`config.mk`:
```
export PLATFORM = sky130hd
export DESIGN_NAME = kbd_game_ctrl
export DESIGN_NICKNAME = d
export VERILOG_FILES = /design/src/rtl/kbd_game_ctrl.sv
export SDC_FILE = /design/constraint.sdc
export NUM_CORES = 1
export LEC_CHECK = 0
export BUFFER_PORTS_ARGS = -buffer_cell sky130_fd_sc_hd__buf_2
export CORE_UTILIZATION = 40
export DETAILED_ROUTE_END_ITERATION = 16
export PLACE_DENSITY = 0.56
export SLEW_MARGIN = 20
export SYNTH_ARGS = -nofsm -noshare
export SYNTH_HDL_FRONTEND = slang
export SYNTH_SLANG_ARGS = --single-unit
```
`constraint.sdc`:
```
create_clock -name clk -period 1.95 [get_ports clk]
set_clock_uncertainty 0.15 [all_clocks]
set_input_delay 0.0975 -clock clk [delete_from_list [all_inputs] [get_ports clk]]
set_output_delay 0.0975 -clock clk [all_outputs]
set_load 0.01 [all_outputs]
```
`src/rtl/kbd_game_ctrl.sv`:
```
// kbd_game_ctrl
//   Turns keyboard make/brake events into per-frame game controls.
//   Tracks held state for left, right, fire and pause keys. Resolves
//   left/right conflicts in favour of the most recently pressed direction.
//   Rate-limits shots with a frame-based cooldown and toggles pause.
//
// Ports
//   clk        : system clock
//   reset      : asynchronous, active-high reset
//   keyCode    : 9-bit scan code, bit 8 = extended (E0) flag
//   make       : one-clk key press / typematic repeat strobe
//   brake      : one-clk key release strobe
//   frame_tick : one-clk pulse per video frame
//   move_left  : registered, player moves left this frame
//   move_right : registered, player moves right this frame
//   fire_pulse : one-clk shot request
//   paused     : game pause state
module kbd_game_ctrl #(
    parameter logic [8:0] LEFT_CODE     = 9'h16B,
    parameter logic [8:0] RIGHT_CODE    = 9'h174,
    parameter logic [8:0] FIRE_CODE     = 9'h029,
    parameter logic [8:0] PAUSE_CODE    = 9'h04D,
    parameter int         FIRE_COOLDOWN = 8
) (
    input  logic       clk,
    input  logic       reset,
    input  logic [8:0] keyCode,
    input  logic       make,
    input  logic       brake,
    input  logic       frame_tick,
    output logic       move_left,
    output logic       move_right,
    output logic       fire_pulse,
    output logic       paused
);

    localparam logic [7:0] COOLDOWN_LOAD = 8'(FIRE_COOLDOWN);

    logic       left_held,  left_held_n;
    logic       right_held, right_held_n;
    logic       fire_held,  fire_held_n;
    logic       pause_held, pause_held_n;
    logic       last_dir,   last_dir_n;
    logic       fire_pending, fire_pending_n;
    logic [7:0] cooldown,   cooldown_n;
    logic       paused_n;
    logic       move_left_n, move_right_n, fire_pulse_n;

    // Decoded key events. make takes priority over brake in the same cycle.
    logic is_left, is_right, is_fire, is_pause;
    logic fire_press, fire_release, pause_press, shoot;

    always_comb begin
        is_left  = (keyCode == LEFT_CODE);
        is_right = (keyCode == RIGHT_CODE);
        is_fire  = (keyCode == FIRE_CODE);
        is_pause = (keyCode == PAUSE_CODE);

        // Only the first make of a held key counts as a press.
        fire_press   = make && is_fire && !fire_held;
        fire_release = !make && brake && is_fire;
        pause_press  = make && is_pause && !pause_held;

        // A shot is taken from a fresh press or from a pending press that
        // is still held once the cooldown has run out. Both test the
        // cooldown value before this cycle's frame_tick decrement.
        shoot = !paused && (cooldown == 8'd0) &&
                (fire_press || (fire_pending && fire_held && !fire_release));

        left_held_n  = left_held;
        right_held_n = right_held;
        fire_held_n  = fire_held;
        pause_held_n = pause_held;
        last_dir_n   = last_dir;

        if (make) begin
            if (is_left)  left_held_n  = 1'b1;
            if (is_right) right_held_n = 1'b1;
            if (is_fire)  fire_held_n  = 1'b1;
            if (is_pause) pause_held_n = 1'b1;
            // Direction only follows fresh presses, not typematic repeats.
            if (is_left  && !left_held)  last_dir_n = 1'b0;
            if (is_right && !right_held) last_dir_n = 1'b1;
        end else if (brake) begin
            if (is_left)  left_held_n  = 1'b0;
            if (is_right) right_held_n = 1'b0;
            if (is_fire)  fire_held_n  = 1'b0;
            if (is_pause) pause_held_n = 1'b0;
        end

        paused_n = pause_press ? !paused : paused;

        // Cooldown freezes while paused; a shot reload overrides the tick.
        cooldown_n = cooldown;
        if (shoot)
            cooldown_n = COOLDOWN_LOAD;
        else if (frame_tick && !paused && (cooldown != 8'd0))
            cooldown_n = cooldown - 8'd1;

        fire_pending_n = fire_pending;
        if (fire_press && !paused && (cooldown != 8'd0))
            fire_pending_n = 1'b1;
        if (shoot || fire_release || paused || (pause_press && !paused))
            fire_pending_n = 1'b0;

        fire_pulse_n = shoot && !fire_pulse;

        // Outputs follow the post-update state so a key change or pause
        // exit shows up on the very next cycle.
        move_left_n  = !paused_n && left_held_n &&
                       (!right_held_n || (last_dir_n == 1'b0));
        move_right_n = !paused_n && right_held_n &&
                       (!left_held_n || (last_dir_n == 1'b1));
    end

    always_ff @(posedge clk or posedge reset) begin
        if (reset) begin
            left_held    <= 1'b0;
            right_held   <= 1'b0;
            fire_held    <= 1'b0;
            pause_held   <= 1'b0;
            last_dir     <= 1'b0;
            fire_pending <= 1'b0;
            cooldown     <= 8'd0;
            paused       <= 1'b0;
            move_left    <= 1'b0;
            move_right   <= 1'b0;
            fire_pulse   <= 1'b0;
        end else begin
            left_held    <= left_held_n;
            right_held   <= right_held_n;
            fire_held    <= fire_held_n;
            pause_held   <= pause_held_n;
            last_dir     <= last_dir_n;
            fire_pending <= fire_pending_n;
            cooldown     <= cooldown_n;
            paused       <= paused_n;
            move_left    <= move_left_n;
            move_right   <= move_right_n;
            fire_pulse   <= fire_pulse_n;
        end
    end

endmodule

```
==> impl_metrics.xml <==
<?xml version="1.0" encoding="UTF-8"?>
<metrics>
  <group name="cts">
    <metric name="cts_buffers" unit="">3</metric>
    <metric name="path_clk_slew" unit="ns">0.10</metric>
    <metric name="cts_tree" unit="">yes</metric>
    <metric name="tritoncts_num_sinks" unit="">18</metric>
    <metric name="clock_latency" unit="ns">0.29</metric>
    <metric name="h_tree_level_count" unit="">1</metric>
    <metric name="cts_root_buffer" unit="">sky130_fd_sc_hd__clkbuf_4</metric>
    <metric name="post_cts_buffers" unit="">0</metric>
    <metric name="cts.path.max_buffers" unit="">2</metric>
  </group>
  <group name="critical_path">
    <metric name="critical_path.max_stage_delay" unit="ns">0.41</metric>
    <metric name="timing.critical_path.depth" unit="">7</metric>
    <metric name="path_delay_family" unit="">flip-flops</metric>
    <metric name="setup.worst_path.class" unit="">reg -&gt; reg</metric>
    <metric name="worstSetupEndpointType" unit="">flip-flop</metric>
    <metric name="cp.required" unit="ns">1.98</metric>
    <metric name="reg2reg_slack" unit="ns">0.21</metric>
    <metric name="critPathSlowestCell" unit="">sky130_fd_sc_hd__dfrtp_1</metric>
    <metric name="cp.arrival" unit="ns">1.77</metric>
    <metric name="critical_path_buf_inv_count" unit="">2</metric>
    <metric name="worstSetupStartpointType" unit="">flip-flop</metric>
    <metric name="timing.reg2reg.worst_path_depth" unit="">7</metric>
    <metric name="critPathMaxFanout" unit="">10</metric>
    <metric name="cp_cell_sequence" unit="">inv_1, ha_1, nor3b_1, a21oi_2, buf_4, a31oi_1, o22ai_1</metric>
  </group>
  <group name="synth">
    <metric name="synth_top_flop_cell" unit="">sky130_fd_sc_hd__dfrtp_1</metric>
    <metric name="synth.largest_area_cell" unit="">sky130_fd_sc_hd__dfrtp_1</metric>
    <metric name="synth.ff_latch_count" unit="">18</metric>
    <metric name="synth-seq-area-share" unit="">0.443</metric>
    <metric name="async_reset_ff_frac" unit="">1.00</metric>
    <metric name="synth_enable_flop_cells" unit="">0</metric>
    <metric name="syn_nets" unit="">111</metric>
    <metric name="synthesis.instances" unit="">94</metric>
    <metric name="synth_cell_types" unit="">40</metric>
    <metric name="netlist_top_cells_count" unit="">sky130_fd_sc_hd__dfrtp_1, sky130_fd_sc_hd__inv_1, sky130_fd_sc_hd__nand2_1</metric>
    <metric name="syn_area_per_cell" unit="um2">10.8</metric>
    <metric name="synth.top_cell.area_share" unit="">0.443</metric>
    <metric name="ys_top_cells_by_area" unit="">sky130_fd_sc_hd__dfrtp_1, sky130_fd_sc_hd__xnor2_1, sky130_fd_sc_hd__ha_1</metric>
    <metric name="synthesis.area" unit="um2">1020</metric>
    <metric name="synth_warnings" unit="">0</metric>
    <metric name="synthMostInstantiatedCell" unit="">sky130_fd_sc_hd__dfrtp_1</metric>
  </group>
  <group name="final_layout">
    <metric name="final.fill_count" unit="">210</metric>
    <metric name="layout.core_utilization" unit="">0.528</metric>
    <metric name="post_route_cells_drive_above_1_share" unit="">0.261</metric>
    <metric name="antenna-diode-count" unit="">0</metric>
    <metric name="area_delta_synth_final" unit="%">19.2</metric>
    <metric name="design.final.nets" unit="">137</metric>
  </group>
  <group name="timing">
    <metric name="finalWorstPathRequiredPeriod" unit="ns">1.74</metric>
    <metric name="timing.hold.ws" unit="ns">0.0160</metric>
    <metric name="hold_viol_final" unit="">0</metric>
    <metric name="timing.fmax" unit="MHz">576</metric>
    <metric name="maxSlewHeadroom" unit="">0.539</metric>
    <metric name="grt_setup_unrepaired" unit="">false</metric>
    <metric name="finalMaxSlewViolations" unit="">0</metric>
    <metric name="crit_share_post_route" unit="">0.890</metric>
    <metric name="finalSetupTns" unit="ns">0</metric>
    <metric name="setup_viol" unit="">0</metric>
    <metric name="worst_slew_pin_slew" unit="ns">0.690</metric>
  </group>
  <group name="hold_path">
    <metric name="hold-path-cell-count" unit="">4</metric>
    <metric name="hold_class" unit="">in -&gt; reg</metric>
  </group>
  <group name="floorplanning">
    <metric name="placement_rows" unit="">17</metric>
    <metric name="die_area" unit="um2">2750</metric>
    <metric name="io_pins" unit="">18</metric>
    <metric name="chip_height" unit="um">52.4</metric>
    <metric name="fp.coreArea" unit="um2">2300</metric>
    <metric name="die-width" unit="um">52.4</metric>
    <metric name="initial_utilization" unit="">0.443</metric>
  </group>
  <group name="drt">
    <metric name="drt-wirelength-per-cell" unit="um">12.8</metric>
    <metric name="route.antenna.remaining_nets" unit="">0</metric>
    <metric name="drcViolationCount" unit="">0</metric>
    <metric name="detailedRoute.firstPassIterationCount" unit="">4</metric>
    <metric name="detailroute.via_count" unit="">803</metric>
    <metric name="vias_per_inst" unit="">5.46</metric>
    <metric name="drt_first_iter_violations" unit="">17</metric>
    <metric name="routed_wirelength" unit="mm">1.88</metric>
  </group>
  <group name="global_route">
    <metric name="first_global_vias" unit="">680</metric>
    <metric name="antenna_found_initial" unit="">0</metric>
    <metric name="globalRouteTotalUtil" unit="">0.160</metric>
    <metric name="gr-total-overflow" unit="">0</metric>
    <metric name="grt_first_pass_wirelength" unit="mm">3.13</metric>
    <metric name="grt_max_degree" unit="">19</metric>
  </group>
  <group name="power_and_ir_drop">
    <metric name="worst_ir_drop_vdd" unit="uV">572</metric>
    <metric name="design_power_total" unit="mW">0.828</metric>
    <metric name="leakage_power" unit="nW">0.593</metric>
    <metric name="p_per_area" unit="nW/um2">683</metric>
  </group>
  <group name="placement">
    <metric name="port-buffer-count" unit="">17</metric>
    <metric name="place.gp.congestion" unit="">0.724</metric>
    <metric name="hpwl" unit="mm">1.45</metric>
  </group>
  <group name="run">
    <metric name="cap_violations" unit="">0</metric>
  </group>
  <group name="run_status">
    <metric name="outcome" unit="">finished, final reports clean</metric>
  </group>
</metrics>
per-stage QoR:
step / cell area (um2) / setup slack [ns] / cells
2_1_floorplan: 1020 / 0.248 / 94
3_3_place_gp: 1160 / 0.291 / 141
3_5_place_dp: 1160 / 0.212 / 141
4_1_cts: 1210 / 0.200 / 147
5_1_grt: 1210 / 0.117 / 147
6_report: 1210 / 0.214 / 147
report_power, final:
part / switching [mW] / total (mW) / internal [mW]
registers: 0.0331 / 0.436 / 0.403
logic: 0.0823 / 0.167 / 0.0851
clock network: 0.110 / 0.224 / 0.114
total: 0.226 / 0.828 / 0.602
flip-flops by register name, indices dropped and copies added (netlist names):
signal,count
last_dir,1
move_right,1
paused,1
fire_pulse,1
fire_pending,1
cooldown,8
move_left,1
left_held,1
fire_held,1
right_held,1
pause_held,1
cells by family after synthesis:
kind of cell | share of synthesized area
AO/OA/AOI/OAI | 0.148
XOR/XNOR | 0.0517
adder cells (fa/ha/maj) | 0.0369
buffers and inverters | 0.0332
flip-flops | 0.443
multiplexers | 0.00984
AND/OR/NAND/NOR | 0.278
tightest hold or removal path: cells and delay by family:
family	cells	cell delay [ns]
and+or+nand+nor	3	0.19
buffers and inverters	1	0.14
routing by layer:
metal	vias to the layer above	wire length, um	part of all wire	track usage
met1	385	966	0.51	0.237
li1	402	-	-	-
met3	2	65	0.035	0.0609
met5	-	0	0	0
met4	0	14	0.0075	0.0395
met2	14	832	0.44	0.213
final timing paths:
| kind | from | endpoint |
|---|---|---|
| worst min-delay path | brake | fire_held |
| worst max-delay path | cooldown[0] | cooldown[3] |
| max in group asynchronous | reset | cooldown[4] |
| worst max register to register | cooldown[0] | cooldown[3] |
| min in group asynchronous | reset | paused |
| worst min register to register | fire_pulse | fire_pulse |
area by class of cell:
class                   instances  area, um2  area share
flip-flops and latches         18        450       0.372
repair buffers                 22        128       0.105
multi-input cells              67        533       0.440
clock buffers                   4       36.3      0.0299
well taps                      28       35.0      0.0289
inverters                       8       30.0      0.0248
cells in the final DEF (no fill, tap or decap), types with 2 or more instances in the layout:
| master | synthesis | layout |
|---|---|---|
| sky130_fd_sc_hd__a21boi_0 | 2 | 2 |
| sky130_fd_sc_hd__and3b_1 | 2 | 2 |
| sky130_fd_sc_hd__buf_2 | 0 | 17 |
| sky130_fd_sc_hd__buf_4 | 0 | 3 |
| sky130_fd_sc_hd__clkbuf_4 | 0 | 3 |
| sky130_fd_sc_hd__dfrtp_1 | 18 | 18 |
| sky130_fd_sc_hd__dlygate4sd3_1 | 0 | 2 |
| sky130_fd_sc_hd__ha_1 | 3 | 3 |
| sky130_fd_sc_hd__inv_1 | 8 | 8 |
| sky130_fd_sc_hd__nand2_1 | 7 | 7 |
| sky130_fd_sc_hd__nand3_1 | 2 | 2 |
| sky130_fd_sc_hd__nand4_1 | 5 | 5 |
| sky130_fd_sc_hd__nand4b_1 | 2 | 2 |
| sky130_fd_sc_hd__nor2_1 | 5 | 5 |
| sky130_fd_sc_hd__nor2b_1 | 2 | 2 |
| sky130_fd_sc_hd__nor3_1 | 2 | 2 |
| sky130_fd_sc_hd__o2111ai_1 | 2 | 2 |
| sky130_fd_sc_hd__o21ai_0 | 3 | 3 |
| sky130_fd_sc_hd__xnor2_1 | 6 | 6 |
what timing repair did:
| item | in CTS | in global routing |
|---|---|---|
| gates resized for setup | 0 | 0 |
| hold buffers | 2 | 0 |
| endpoints found under the setup margin | 0 | 0 |
| hold endpoints to repair | 19 | 0 |
Note: power is estimated with default switching activity, not from simulation.
